### src/rtl/dc_sweep_sequencer.sv
// dc_sweep_sequencer
//   Runs a nested DC sweep: outer loop steps the gate DAC (Vgs), inner loop
//   steps the drain DAC (Vds). At every point it waits a programmable settle
//   time, requests one ADC conversion of the probe current, converts it to
//   drain current (Id = -I_probe, saturating) and emits one record.
//
// Ports
//   clk, rst_n              clock, asynchronous active-low reset
//   start, abort            one-cycle control pulses
//   vgs_start/vgs_step      outer sweep start code and step
//   vds_start/vds_step      inner sweep start code and step
//   vgs_n/vds_n             points per axis (0 behaves as 1)
//   settle                  settle cycles after each setpoint change
//   vgs_code/vds_code       DAC setpoints
//   adc_req/adc_valid/adc_data   conversion request, sample strobe, sample
//   rec_valid/rec_ready     record handshake
//   rec_vgs_idx/rec_vds_idx/rec_id   record payload
//   busy, done              sweep active, completion/abort pulse
//   dbg_state               current FSM state, for observation only
//
// Handshakes: a record transfers on the rising edge where rec_valid and
// rec_ready are both high; while rec_valid is high and rec_ready is low the
// payload holds. adc_req stays high until the cycle adc_valid is seen.
module dc_sweep_sequencer #(
    parameter int DAC_W = 12,
    parameter int ADC_W = 16,
    parameter int IDX_W = 8,
    parameter int SET_W = 16
) (
    input  logic             clk,
    input  logic             rst_n,
    input  logic             start,
    input  logic             abort,
    input  logic [DAC_W-1:0] vgs_start,
    input  logic [DAC_W-1:0] vgs_step,
    input  logic [DAC_W-1:0] vds_start,
    input  logic [DAC_W-1:0] vds_step,
    input  logic [IDX_W-1:0] vgs_n,
    input  logic [IDX_W-1:0] vds_n,
    input  logic [SET_W-1:0] settle,
    output logic [DAC_W-1:0] vgs_code,
    output logic [DAC_W-1:0] vds_code,
    output logic             adc_req,
    input  logic             adc_valid,
    input  logic [ADC_W-1:0] adc_data,
    output logic             rec_valid,
    input  logic             rec_ready,
    output logic [IDX_W-1:0] rec_vgs_idx,
    output logic [IDX_W-1:0] rec_vds_idx,
    output logic [ADC_W-1:0] rec_id,
    output logic             busy,
    output logic             done,
    output logic [2:0]       dbg_state
);

    typedef enum logic [2:0] {
        IDLE    = 3'd0,
        SET     = 3'd1,
        SETTLE  = 3'd2,
        CONVERT = 3'd3,
        EMIT    = 3'd4,
        DONE    = 3'd5
    } state_t;

    localparam logic [ADC_W-1:0] ADC_MIN = {1'b1, {(ADC_W-1){1'b0}}};
    localparam logic [ADC_W-1:0] ADC_MAX = {1'b0, {(ADC_W-1){1'b1}}};

    state_t state_q, state_d;

    // Latched sweep configuration
    logic [DAC_W-1:0] vgs_start_q, vgs_step_q, vds_start_q, vds_step_q;
    logic [IDX_W-1:0] vgs_last_q, vds_last_q;
    logic [SET_W-1:0] settle_q;
    logic             cfg_load;

    logic [SET_W-1:0] cnt_q, cnt_d;
    logic [IDX_W-1:0] i_q, i_d, j_q, j_d;
    logic [DAC_W-1:0] vgs_code_q, vgs_code_d, vds_code_q, vds_code_d;
    logic [ADC_W-1:0] rec_id_q, rec_id_d;
    logic [ADC_W-1:0] id_neg;
    logic             sweep_active;

    // Negating the most negative sample would overflow; clamp it instead.
    assign id_neg = (adc_data == ADC_MIN) ? ADC_MAX : (~adc_data + ADC_W'(1));

    assign sweep_active = (state_q == SET) || (state_q == SETTLE) ||
                          (state_q == CONVERT) || (state_q == EMIT);
    assign cfg_load     = (state_q == IDLE) && start;

    always_ff @(posedge clk or negedge rst_n) begin
        if (!rst_n) begin
            vgs_start_q <= '0;
            vgs_step_q  <= '0;
            vds_start_q <= '0;
            vds_step_q  <= '0;
            vgs_last_q  <= '0;
            vds_last_q  <= '0;
            settle_q    <= '0;
        end else if (cfg_load) begin
            vgs_start_q <= vgs_start;
            vgs_step_q  <= vgs_step;
            vds_start_q <= vds_start;
            vds_step_q  <= vds_step;
            // A count of 0 sweeps a single point, same as a count of 1.
            vgs_last_q  <= (vgs_n == '0) ? '0 : vgs_n - IDX_W'(1);
            vds_last_q  <= (vds_n == '0) ? '0 : vds_n - IDX_W'(1);
            settle_q    <= settle;
        end
    end

    always_ff @(posedge clk or negedge rst_n) begin
        if (!rst_n) begin
            state_q    <= IDLE;
            cnt_q      <= '0;
            i_q        <= '0;
            j_q        <= '0;
            vgs_code_q <= '0;
            vds_code_q <= '0;
            rec_id_q   <= '0;
        end else begin
            state_q    <= state_d;
            cnt_q      <= cnt_d;
            i_q        <= i_d;
            j_q        <= j_d;
            vgs_code_q <= vgs_code_d;
            vds_code_q <= vds_code_d;
            rec_id_q   <= rec_id_d;
        end
    end

    always_comb begin
        state_d    = state_q;
        cnt_d      = cnt_q;
        i_d        = i_q;
        j_d        = j_q;
        vgs_code_d = vgs_code_q;
        vds_code_d = vds_code_q;
        rec_id_d   = rec_id_q;

        case (state_q)
            IDLE: begin
                if (start) begin
                    i_d        = '0;
                    j_d        = '0;
                    vgs_code_d = vgs_start;
                    vds_code_d = vds_start;
                    state_d    = SET;
                end
            end
            SET: begin
                // Counter is preloaded with settle-1 so SETTLE lasts exactly
                // settle cycles; settle=0 skips SETTLE altogether.
                cnt_d   = settle_q - SET_W'(1);
                state_d = (settle_q == '0) ? CONVERT : SETTLE;
            end
            SETTLE: begin
                if (cnt_q == '0) state_d = CONVERT;
                else             cnt_d   = cnt_q - SET_W'(1);
            end
            CONVERT: begin
                if (adc_valid) begin
                    rec_id_d = id_neg;
                    state_d  = EMIT;
                end
            end
            EMIT: begin
                if (rec_ready) begin
                    if (j_q < vds_last_q) begin
                        j_d        = j_q + IDX_W'(1);
                        vds_code_d = vds_code_q + vds_step_q;
                        state_d    = SET;
                    end else if (i_q < vgs_last_q) begin
                        j_d        = '0;
                        vds_code_d = vds_start_q;
                        i_d        = i_q + IDX_W'(1);
                        vgs_code_d = vgs_code_q + vgs_step_q;
                        state_d    = SET;
                    end else begin
                        state_d = DONE;
                    end
                end
            end
            DONE: begin
                state_d = IDLE;
            end
            default: begin
                state_d = IDLE;
            end
        endcase

        if (abort && sweep_active) begin
            state_d = DONE;
        end

        // Entering DONE parks the DACs at 0 and clears the point indices.
        if (state_d == DONE) begin
            vgs_code_d = '0;
            vds_code_d = '0;
            i_d        = '0;
            j_d        = '0;
        end
    end

    // abort drops the request/valid in the same cycle it is seen.
    assign adc_req     = (state_q == CONVERT) && !abort;
    assign rec_valid   = (state_q == EMIT) && !abort;
    assign busy        = (state_q != IDLE);
    assign done        = (state_q == DONE);
    assign vgs_code    = vgs_code_q;
    assign vds_code    = vds_code_q;
    assign rec_vgs_idx = i_q;
    assign rec_vds_idx = j_q;
    assign rec_id      = rec_id_q;
    assign dbg_state   = state_q;

endmodule
### config.mk
export PLATFORM = sky130hd
export DESIGN_NAME = dc_sweep_sequencer
export DESIGN_NICKNAME = d
export VERILOG_FILES = /design/src/rtl/dc_sweep_sequencer.sv
export SDC_FILE = /design/constraint.sdc
export NUM_CORES = 1
export LEC_CHECK = 0
export BUFFER_PORTS_ARGS = -buffer_cell sky130_fd_sc_hd__buf_2
export CAP_MARGIN = 15
export CORE_MARGIN = 2
export CORE_UTILIZATION = 55
export CTS_CLUSTER_DIAMETER = 100
export DETAILED_ROUTE_END_ITERATION = 8
export PLACE_DENSITY_LB_ADDON = 0.12
export SYNTH_ARGS = -nofsm -noshare
export SYNTH_HDL_FRONTEND = slang
export SYNTH_SLANG_ARGS = --single-unit
### constraint.sdc
create_clock -name clk -period 3 [get_ports clk]
set_input_delay 0.45 -clock clk [delete_from_list [all_inputs] [get_ports clk]]
set_output_delay 0.45 -clock clk [all_outputs]
set_load 0.02 [all_outputs]
==> flow_metrics.env, run 1 <==
export IMPL_synth_xor_area_share_pct=4.78
export IMPL_cts_inserted_buffers=17
export IMPL_syn_inst=983
export IMPL_core_area_um2=15300
export IMPL_syn_area_um2=8610
export IMPL_grt_pass1_wl_mm=35.6
export IMPL_die_h_um=129
export IMPL_drtAntennaViolNets=0
export IMPL_synth_fp_nets=1129
export IMPL_cts_root_buf="clkbuf_16"
export IMPL_wl_per_cell_um=15.5
export IMPL_clock_sinks=143
export IMPL_crit_start="vgs_code[0]$_DFFE_PN0P_"
export IMPL_wirelength_mm=21.3
export IMPL_gr_usage_all_layers_pct=26.7
export IMPL_dr_pass1_iters=6
export IMPL_dpl_hpwl_mm=15.4
export IMPL_synth_edf_count=0
export IMPL_cp_arrival_ns=3.03
export IMPL_yosys_area_top_type_share_pct=41.6
export IMPL_crit_chain="ha_1, inv_1, fa_1, and2b_1, o21ai_0, a21boi_2, o221ai_2, a2111oi_2, o21a_1, o31ai_1, a22o_1"
export IMPL_finalSetupViolations=0
export IMPL_synth_ff_type="dfrtp_1"
export IMPL_ctsHtreeMaxLevel=4
export IMPL_io_buffers=164
export IMPL_path_class="reg -> reg"
export IMPL_critPathBufInv=1
export IMPL_cp_slowest_cell="a2111oi_2"
export IMPL_yosysSeqAreaShare_pct=41.6
export IMPL_period_needed_ns=2.71
export IMPL_dpl_cell_count=1339
export IMPL_max_stage_delay_ns=0.45
export IMPL_worstSkewPairLatency_ns=0.42
export IMPL_power_density_nw_per_um2=1050
export IMPL_routabilityCongestion=0.857
export IMPL_fin_nets=1293
export IMPL_cts_tree="built"
export IMPL_tightest_slew_ns=0.835
export IMPL_diodes=0
export IMPL_synth_compound_area_share_pct=17.9
export IMPL_whs_ns=0.0700
export IMPL_cpLargestDelayFamily="compound AO/OA/AOI/OAI gates"
export IMPL_grt_pass1_vias=7255
export IMPL_gr_total_overflow=0
export IMPL_rsz0062_at_grt="no"
export IMPL_synth_most_common_cell="nand2_1"
export IMPL_crit_fanout=3
export IMPL_post_cts_setup_buffers=0
export IMPL_path_depth=11
export IMPL_end_kind="flip-flop"
export IMPL_fmax_mhz=369
export IMPL_fillers=1308
export IMPL_dieArea_um2=16700
export IMPL_synth_commonest_cells="nand2_1 (229), dfrtp_1 (143), nor2_1 (73), o21ai_0 (57)"
export IMPL_synthMuxAreaShare_pct=3.11
export IMPL_reg2reg_depth=11
export IMPL_crit_end="vgs_code[10]$_DFFE_PN0P_"
export IMPL_fin_tns_setup_ns=0
export IMPL_drc_errors=0
export IMPL_vias=7646
export IMPL_hold_buffers=0
export IMPL_timing_rr_start="vgs_code[0]$_DFFE_PN0P_"
export IMPL_dr_first_iter_drc_count=469
export IMPL_rr_endpoint="vgs_code[10]$_DFFE_PN0P_"
export IMPL_fin_skew_ns=0.00929
export IMPL_p_total_uw=10800
export IMPL_start_kind="flip-flop"
export IMPL_antenna_found_initial=0
export IMPL_start_util_pct=56.4
export IMPL_grt_max_degree=89
export IMPL_ys_types=75
export IMPL_vdd_ir_drop_max_uv=569
export IMPL_synth_seq_cells=143
export IMPL_rows=45
export IMPL_yosys_area_top_type="dfrtp_1"
export IMPL_rrSetupSlack_ns=0.29
export IMPL_p_leak_uw=0.00504
export IMPL_ios=165
export IMPL_utilization_pct=67.4
export IMPL_worstPathRequired_ns=3.32
export IMPL_yosys_warnings=0
export IMPL_drv_slew=0
export IMPL_cts_resized_gates=0
export IMPL_cap_viol_max_count=0
export IMPL_via_per_inst=5.58
export IMPL_area_growth_syn_to_layout_pct=19.4
export IMPL_maxSlewHeadroom_pct=44.4
export IMPL_chipWidth_um=129
export IMPL_hp_class="in -> async"
export IMPL_outcome="completed"
export IMPL_synth_simple_area_share_pct=22.3
export IMPL_clockBufferDepth=2
export IMPL_synth_adder_area_share_pct=6.57
export IMPL_finalCritPeriodShare_pct=90.3
export IMPL_fin_cells=1370
export IMPL_synth_top_family_by_area="simple AND/OR/NAND/NOR gates"
export IMPL_clkTransAtPathRegs_ns=0.06
export IMPL_synthTopCellsByArea="dfrtp_1 (42%), nand2_1 (10%), ha_1 (6.1%), o21ai_0 (3.3%), nor2_1 (3.2%)"
export IMPL_layout_drive_gt1_share_pct=21.7
export IMPL_async_reset_ff_share_pct=100
export IMPL_syn_area_per_cell_um2=8.76
export IMPL_hold_viol_final=0
## worst min path at each step
stage / slack [ns] / start / end / cells past startpoint
3_3_place_gp: 0.46 / vds_start_q[7]$_DFFE_PN0P_ / vds_start_q[7]$_DFFE_PN0P_ / 2
5_1_grt: 0.15 / rst_n / rec_vds_idx[7]$_DFFE_PN0P_ / 1
2_1_floorplan: 0.15 / rst_n / cnt_q[0]$_DFFE_PN0P_ / 0
3_5_place_dp: 0.46 / vds_start_q[11]$_DFFE_PN0P_ / vds_start_q[11]$_DFFE_PN0P_ / 2
6_report: 0.07 / rst_n / rec_vds_idx[6]$_DFFE_PN0P_ / 1
4_1_cts: 0.12 / rst_n / rec_vds_idx[6]$_DFFE_PN0P_ / 1
## metrics by stage
step                      area (um^2)  worst slack (ns)
after floorplan                  8610             0.111
after global placement           9690             0.275
after detailed placement         9690             0.185
after CTS                       10300             0.166
after global routing            10300            0.0409
final                           10300             0.291
## registers in the layout, summed over array words and instances (netlist names)
signal and cells:
cnt_q 16, rec_id 16, settle_q 16, vds_code 12, vds_start_q 12, vds_step_q 12, vgs_code 12, vgs_step_q 12
rec_vds_idx 8, rec_vgs_idx 8, vds_last_q 8, vgs_last_q 8, dbg_state 3
## worst register-to-register path, cell delays in order, from the launching register on
cell	delay, ns
dfrtp_1	0.38
ha_1	0.22
inv_1	0.07
fa_1	0.37
and2b_1	0.21
o21ai_0	0.12
a21boi_2	0.21
o221ai_2	0.16
a2111oi_2	0.46
o21a_1	0.16
o31ai_1	0.06
a22o_1	0.19
## per-layer routing
layer | share of wire (%) | global-route usage [%] | up-vias
li1 | - | - | 3787
met1 | 47 | 37.5 | 3605
met2 | 45 | 41.7 | 229
met3 | 6.3 | 6.61 | 25
met4 | 1.6 | 7.42 | 0
met5 | 0 | 0 | -
## cells by family after synthesis
kind of cell               count (synthesis)
adders and majority gates                 44
buffers and inverters                     74
muxes                                     25
xor gates and xnor gates                  47
AOI/OAI and AO/OA                        225
and+or+nand+nor                          425
DFF                                      143
## cell type report
| class | count | area (um^2) | area share, % |
|---|---|---|---|
| clock buffer | 20 | 437 | 4.25 |
| clock inverter | 11 | 143 | 1.39 |
| inverter | 32 | 120 | 1.17 |
| multi-input combinational | 766 | 4730 | 46.0 |
| sequential | 143 | 3580 | 34.8 |
| tap | 211 | 264 | 2.57 |
| timing repair buffer | 187 | 1010 | 9.85 |
## placed cells by master (no fill, tap or decap), types with 15 or more instances in the layout
cell type / netlist / final
xnor2_1: 31 / 31
dfrtp_1: 143 / 143
mux2i_1: 20 / 20
buf_4: 1 / 22
nor3_1: 41 / 40
o22ai_1: 15 / 15
nor2_1: 73 / 73
buf_2: 11 / 163
clkbuf_16: 0 / 17
ha_1: 42 / 42
xor2_1: 16 / 16
a21oi_1: 42 / 42
o21ai_0: 57 / 57
nand2_1: 229 / 228
inv_1: 32 / 32
## power by group
group	switching (uW)	internal (uW)	leakage, uW	total, uW
sequential	695	2760	0.00179	3460
combinational	3120	2120	0.00297	5240
clock	815	1300	0.000280	2110
Power figures use the tool's default switching activity.
==> run 2, diff against run 1 <==
--- a/config.mk
+++ b/config.mk
@@ -7,10 +7,10 @@
 export LEC_CHECK = 0
 export BUFFER_PORTS_ARGS = -buffer_cell sky130_fd_sc_hd__buf_2
 export CAP_MARGIN = 15
-export CORE_MARGIN = 2
 export CORE_UTILIZATION = 55
 export CTS_CLUSTER_DIAMETER = 100
 export DETAILED_ROUTE_END_ITERATION = 8
+export MAX_ROUTING_LAYER = met4
 export PLACE_DENSITY_LB_ADDON = 0.12
 export SYNTH_ARGS = -nofsm -noshare
 export SYNTH_HDL_FRONTEND = slang
==> flow_metrics.env, run 2 (synthesized netlist as in run 1, its figures left out) <==
export IMPL_cts_root_buf="clkbuf_16"
export IMPL_vdd_ir_drop_max_uv=632
export IMPL_hp_class="in -> async"
export IMPL_hold_viol_final=0
export IMPL_p_switching_uw=4610
export IMPL_ctsHtreeMaxLevel=4
export IMPL_period_needed_ns=2.76
export IMPL_area_growth_syn_to_layout_pct=19.3
export IMPL_outcome="completed"
export IMPL_grt_pass1_wl_mm=36.0
export IMPL_io_buffers=164
export IMPL_crit_start="vgs_code[0]$_DFFE_PN0P_"
export IMPL_reg2reg_depth=11
export IMPL_drc_errors=0
export IMPL_timing_rr_start="vgs_code[0]$_DFFE_PN0P_"
export IMPL_ios=165
export IMPL_dr_pass1_iters=6
export IMPL_cp_arrival_ns=3.12
export IMPL_worstSkewPairLatency_ns=0.42
export IMPL_max_stage_delay_ns=0.40
export IMPL_fmax_mhz=363
export IMPL_pwr_share_clk_pct=19.6
export IMPL_die_h_um=127
export IMPL_intPower_uw=6200
export IMPL_vias=7545
export IMPL_start_kind="flip-flop"
export IMPL_seqPwrFrac_pct=32.1
export IMPL_dpl_hpwl_mm=15.1
export IMPL_setup_ws_ns=0.244
export IMPL_maxSlewHeadroom_pct=36.7
export IMPL_dr_first_iter_drc_count=365
export IMPL_cp_slowest_cell="a2111oi_2"
export IMPL_pre_cts_slack_ns=0.166
export IMPL_end_kind="flip-flop"
export IMPL_layout_commonest_cell="nand2_1"
export IMPL_routabilityCongestion=0.866
export IMPL_cts_inserted_buffers=17
export IMPL_gr_usage_all_layers_pct=28.9
export IMPL_dieArea_um2=16200
export IMPL_core_area_um2=15300
export IMPL_clock_sinks=143
export IMPL_rows=45
export IMPL_wl_per_cell_um=15.6
export IMPL_drv_slew=0
export IMPL_whs_ns=0.112
export IMPL_clockBufferDepth=2
export IMPL_drtAntennaViolNets=0
export IMPL_rsz0062_at_grt="no"
export IMPL_post_cts_setup_buffers=0
export IMPL_finalCritPeriodShare_pct=91.9
export IMPL_swShare_pct=42.7
export IMPL_rr_endpoint="vgs_code[10]$_DFFE_PN0P_"
export IMPL_wirelength_mm=21.4
export IMPL_worstPathRequired_ns=3.36
export IMPL_rrSetupSlack_ns=0.24
export IMPL_start_util_pct=56.4
export IMPL_grt_max_degree=101
export IMPL_path_class="reg -> reg"
export IMPL_final_cell_mix="nand2_1 (227), buf_2 (163), dfrtp_1 (143)"
export IMPL_chipWidth_um=127
export IMPL_crit_chain="ha_1, inv_1, fa_1, and2b_1, o21ai_0, a21boi_1, o221ai_1, a2111oi_2, nor3_1, o31ai_1, a22o_1"
export IMPL_p_total_uw=10800
export IMPL_clkTransAtPathRegs_ns=0.06
export IMPL_via_per_inst=5.51
export IMPL_crit_fanout=3
export IMPL_fin_tns_setup_ns=0
export IMPL_power_density_nw_per_um2=1050
export IMPL_cap_viol_max_count=0
export IMPL_tightest_slew_ns=0.950
export IMPL_utilization_pct=67.3
export IMPL_finalSetupViolations=0
export IMPL_layout_drive_gt1_share_pct=21.5
export IMPL_cts_tree="built"
export IMPL_fin_skew_ns=0.00799
export IMPL_p_leak_uw=0.00505
export IMPL_pwr_share_comb_pct=48.3
export IMPL_grt_pass1_vias=7322
export IMPL_fin_nets=1290
export IMPL_gr_total_overflow=0
export IMPL_antenna_found_initial=3
## run 2: cell types whose count changed in the layout (fill, tap and decap cells not counted), sizes merged
cell	delta
diode	+3
buf	-3
clkinv	-2
clkbuf	+5
bufinv	-1
clkinvlp	-2
## run 2: how the worst max path moves through the flow
stage          slack (ns)                        to
3_5_place_dp         0.17  vgs_code[10]$_DFFE_PN0P_
2_1_floorplan        0.11      cnt_q[8]$_DFFE_PN0P_
5_1_grt             0.004  vgs_code[10]$_DFFE_PN0P_
3_3_place_gp         0.26  vgs_code[10]$_DFFE_PN0P_
4_1_cts              0.15  vgs_code[10]$_DFFE_PN0P_
6_report             0.24  vgs_code[10]$_DFFE_PN0P_
## run 2: cell type report
class | instances | area [um^2]
multi-input combinational | 766 | 4720
antenna | 3 | 7.51
inverter | 32 | 120
clock buffer | 25 | 505
sequential | 143 | 3580
clock inverter | 6 | 80.1
fill | 1318 | 4980
tap | 211 | 264
timing repair buffer | 184 | 1000
## run 2: power by group through the flow
stage	clock network, uW	logic [uW]	registers, uW
after floorplan	0	3600	3650
after global placement	0	5090	3460
after detailed placement	0	5200	3470
after CTS	2150	5230	3460
after global routing	2230	5870	3580
final	2120	5220	3470
## run 2: timing repair
action | CTS | global route
hold buffers | 0 | 0
resized for setup | 0 | 1
endpoints found under the setup margin | 0 | 1
## run 2: worst max-delay path, delay by kind of cell (launching register included)
family          cells  cell delay, ns
fa+ha+maj           2            0.57
simple gates        2            0.29
flops               1            0.38
buf+inv             1            0.07
compound gates      6            1.38
## run 2: metal layers
layer	global-route usage, %	wire length, um	up-vias
li1	-	-	3785
met1	38.1	10100	3547
met2	45.0	9810	187
met3	5.86	1160	26
met4	9.52	357	0
met5	-	0	-
## run 2: per-stage QoR
| stage | instance area [um^2] | instances |
|---|---|---|
| floorplan | 8610 | 983 |
| global route | 10300 | 1370 |
| CTS | 10300 | 1367 |
| detailed placement | 9680 | 1336 |
| global placement | 9680 | 1336 |
| finish | 10300 | 1370 |
==> run 3, diff against run 2 <==
--- a/config.mk
+++ b/config.mk
@@ -7,6 +7,7 @@
 export LEC_CHECK = 0
 export BUFFER_PORTS_ARGS = -buffer_cell sky130_fd_sc_hd__buf_2
 export CAP_MARGIN = 15
+export CORE_MARGIN = 10
 export CORE_UTILIZATION = 55
 export CTS_CLUSTER_DIAMETER = 100
 export DETAILED_ROUTE_END_ITERATION = 8
==> constraint.sdc (replaced) <==
create_clock -name clk -period 3.5 [get_ports clk]
set_input_delay 0.525 -clock clk [delete_from_list [all_inputs] [get_ports clk]]
set_output_delay 0.525 -clock clk [all_outputs]
set_load 0.02 [all_outputs]
==> flow_metrics.env, run 3 (synthesized netlist as in run 1, its figures left out) <==
export IMPL_outcome="completed"
export IMPL_grt_pass1_wl_mm=38.6
export IMPL_cap_viol_max_count=0
export IMPL_final_cell_mix="nand2_1 (227), buf_2 (163), dfrtp_1 (143)"
export IMPL_finalCritPeriodShare_pct=82.2
export IMPL_cts_resized_gates=0
export IMPL_rrSetupSlack_ns=0.62
export IMPL_fin_nets=1283
export IMPL_die_h_um=145
export IMPL_vdd_ir_drop_max_uv=493
export IMPL_rsz0062_at_grt="no"
export IMPL_post_cts_setup_buffers=0
export IMPL_drc_errors=0
export IMPL_grt_max_degree=78
export IMPL_dr_first_iter_drc_count=618
export IMPL_hp_class="in -> async"
export IMPL_hold_buffers=0
export IMPL_dr_pass1_iters=5
export IMPL_start_kind="flip-flop"
export IMPL_fin_cells=1364
export IMPL_ios=165
export IMPL_end_kind="flip-flop"
export IMPL_wirelength_mm=23.2
export IMPL_dieArea_um2=21100
export IMPL_max_stage_delay_ns=0.39
export IMPL_start_util_pct=56.4
export IMPL_dpl_cell_count=1329
export IMPL_vias=7678
export IMPL_worstSkewPairLatency_ns=0.43
export IMPL_cts_root_buf="clkbuf_16"
export IMPL_crit_fanout=3
export IMPL_hold_viol_final=0
export IMPL_fin_tns_setup_ns=0
export IMPL_rr_endpoint="vgs_code[10]$_DFFE_PN0P_"
export IMPL_worstPathRequired_ns=3.87
export IMPL_maxSlewHeadroom_pct=40.0
export IMPL_cp_slowest_cell="a2111oi_2"
export IMPL_io_buffers=164
export IMPL_ctsHtreeMaxLevel=4
export IMPL_gr_total_overflow=0
export IMPL_power_density_nw_per_um2=915
export IMPL_chipWidth_um=145
export IMPL_rows=45
export IMPL_clock_sinks=143
export IMPL_via_per_inst=5.63
export IMPL_crit_start="vgs_code[0]$_DFFE_PN0P_"
export IMPL_fmax_mhz=348
export IMPL_path_class="reg -> reg"
export IMPL_timing_rr_start="vgs_code[0]$_DFFE_PN0P_"
export IMPL_cts_tree="built"
export IMPL_dpl_hpwl_mm=16.8
export IMPL_cts_inserted_buffers=17
export IMPL_whs_ns=0.121
export IMPL_p_leak_uw=0.00502
export IMPL_routabilityCongestion=0.871
export IMPL_tightest_slew_ns=0.900
export IMPL_drv_slew=0
export IMPL_crit_chain="ha_1, inv_1, fa_1, and2b_1, o21ai_0, a21boi_0, o221ai_1, a2111oi_2, nor3_1, o31ai_1, a22o_1"
export IMPL_gr_usage_all_layers_pct=22.4
export IMPL_finalSetupViolations=0
export IMPL_layout_commonest_cell="nand2_1"
export IMPL_wl_per_cell_um=17.0
export IMPL_fin_skew_ns=0.00983
export IMPL_reg2reg_depth=11
export IMPL_grt_pass1_vias=7662
export IMPL_core_area_um2=15300
export IMPL_cp_arrival_ns=3.24
export IMPL_clockBufferDepth=2
export IMPL_crit_end="vgs_code[10]$_DFFE_PN0P_"
export IMPL_clkTransAtPathRegs_ns=0.07
export IMPL_drtAntennaViolNets=0
export IMPL_area_growth_syn_to_layout_pct=19.3
export IMPL_antenna_found_initial=2
export IMPL_layout_drive_gt1_share_pct=21.3
export IMPL_period_needed_ns=2.88
[run 3: cell count changes in the layout (fill, tap and decap cells not counted), sizes merged]
| cell | change |
|---|---|
| buf | -7 |
| clkbuf | -8 |
| clkinvlp | +3 |
| bufinv | +2 |
| inv | +4 |
[run 3: worst min-delay path by stage]
stage,startpoint,to,slack [ns],depth (start not counted)
3_5_place_dp,vds_start_q[0]$_DFFE_PN0P_,vds_start_q[0]$_DFFE_PN0P_,0.46,2
4_1_cts,rst_n,vgs_code[10]$_DFFE_PN0P_,0.16,1
6_report,rst_n,vgs_last_q[7]$_DFFE_PN0P_,0.12,1
5_1_grt,rst_n,vgs_last_q[6]$_DFFE_PN0P_,0.19,1
3_3_place_gp,vds_start_q[0]$_DFFE_PN0P_,vds_start_q[0]$_DFFE_PN0P_,0.46,2
2_1_floorplan,rst_n,cnt_q[0]$_DFFE_PN0P_,0.23,0
[run 3: cell type report]
cell class | instances | area (um^2)
sequential | 143 | 3580
clock inverter | 15 | 209
multi-input combinational | 766 | 4720
antenna | 3 | 7.51
fill | 1275 | 4990
clock buffer | 17 | 425
tap | 211 | 264
inverter | 32 | 120
timing repair buffer | 177 | 950
[run 3: per-layer routing]
| layer | share of wire (%) | GRT usage [%] | wire, um | vias to the layer above |
|---|---|---|---|---|
| met4 | 1.3 | 5.66 | 298 | 0 |
| met3 | 5.1 | 4.78 | 1170 | 16 |
| li1 | - | - | - | 3773 |
| met2 | 47 | 34.9 | 10900 | 213 |
| met1 | 47 | 29.0 | 10800 | 3676 |
| met5 | 0 | - | 0 | - |
[run 3: critical path, delay by kind of cell, from the launching register on]
family	cells	cell delay (ns)
buffers and inverters	1	0.07
flip-flops	1	0.37
AO/OA/AOI/OAI	6	1.49
AND/OR/NAND/NOR	2	0.31
adder cells (fa/ha/maj)	2	0.58
[run 3: stage by stage]
| step | utilization (%) | instance area, um^2 | total power [uW] | setup WS, ns |
|---|---|---|---|---|
| floorplan | - | 8610 | 6210 | 0.611 |
| global placement | 63.1 | 9630 | 7310 | 0.735 |
| detailed placement | 63.1 | 9630 | 7420 | 0.637 |
| CTS | 67.3 | 10300 | 9430 | 0.610 |
| global route | 67.3 | 10300 | 10100 | 0.358 |
| finish | 67.3 | 10300 | 9400 | 0.625 |
[run 3: power breakdown]
| part | switching (uW) | internal [uW] | leakage, uW |
|---|---|---|---|
| sequential | 637 | 2370 | 0.00179 |
| combinational | 2680 | 1760 | 0.00293 |
| clock | 751 | 1200 | 0.000301 |
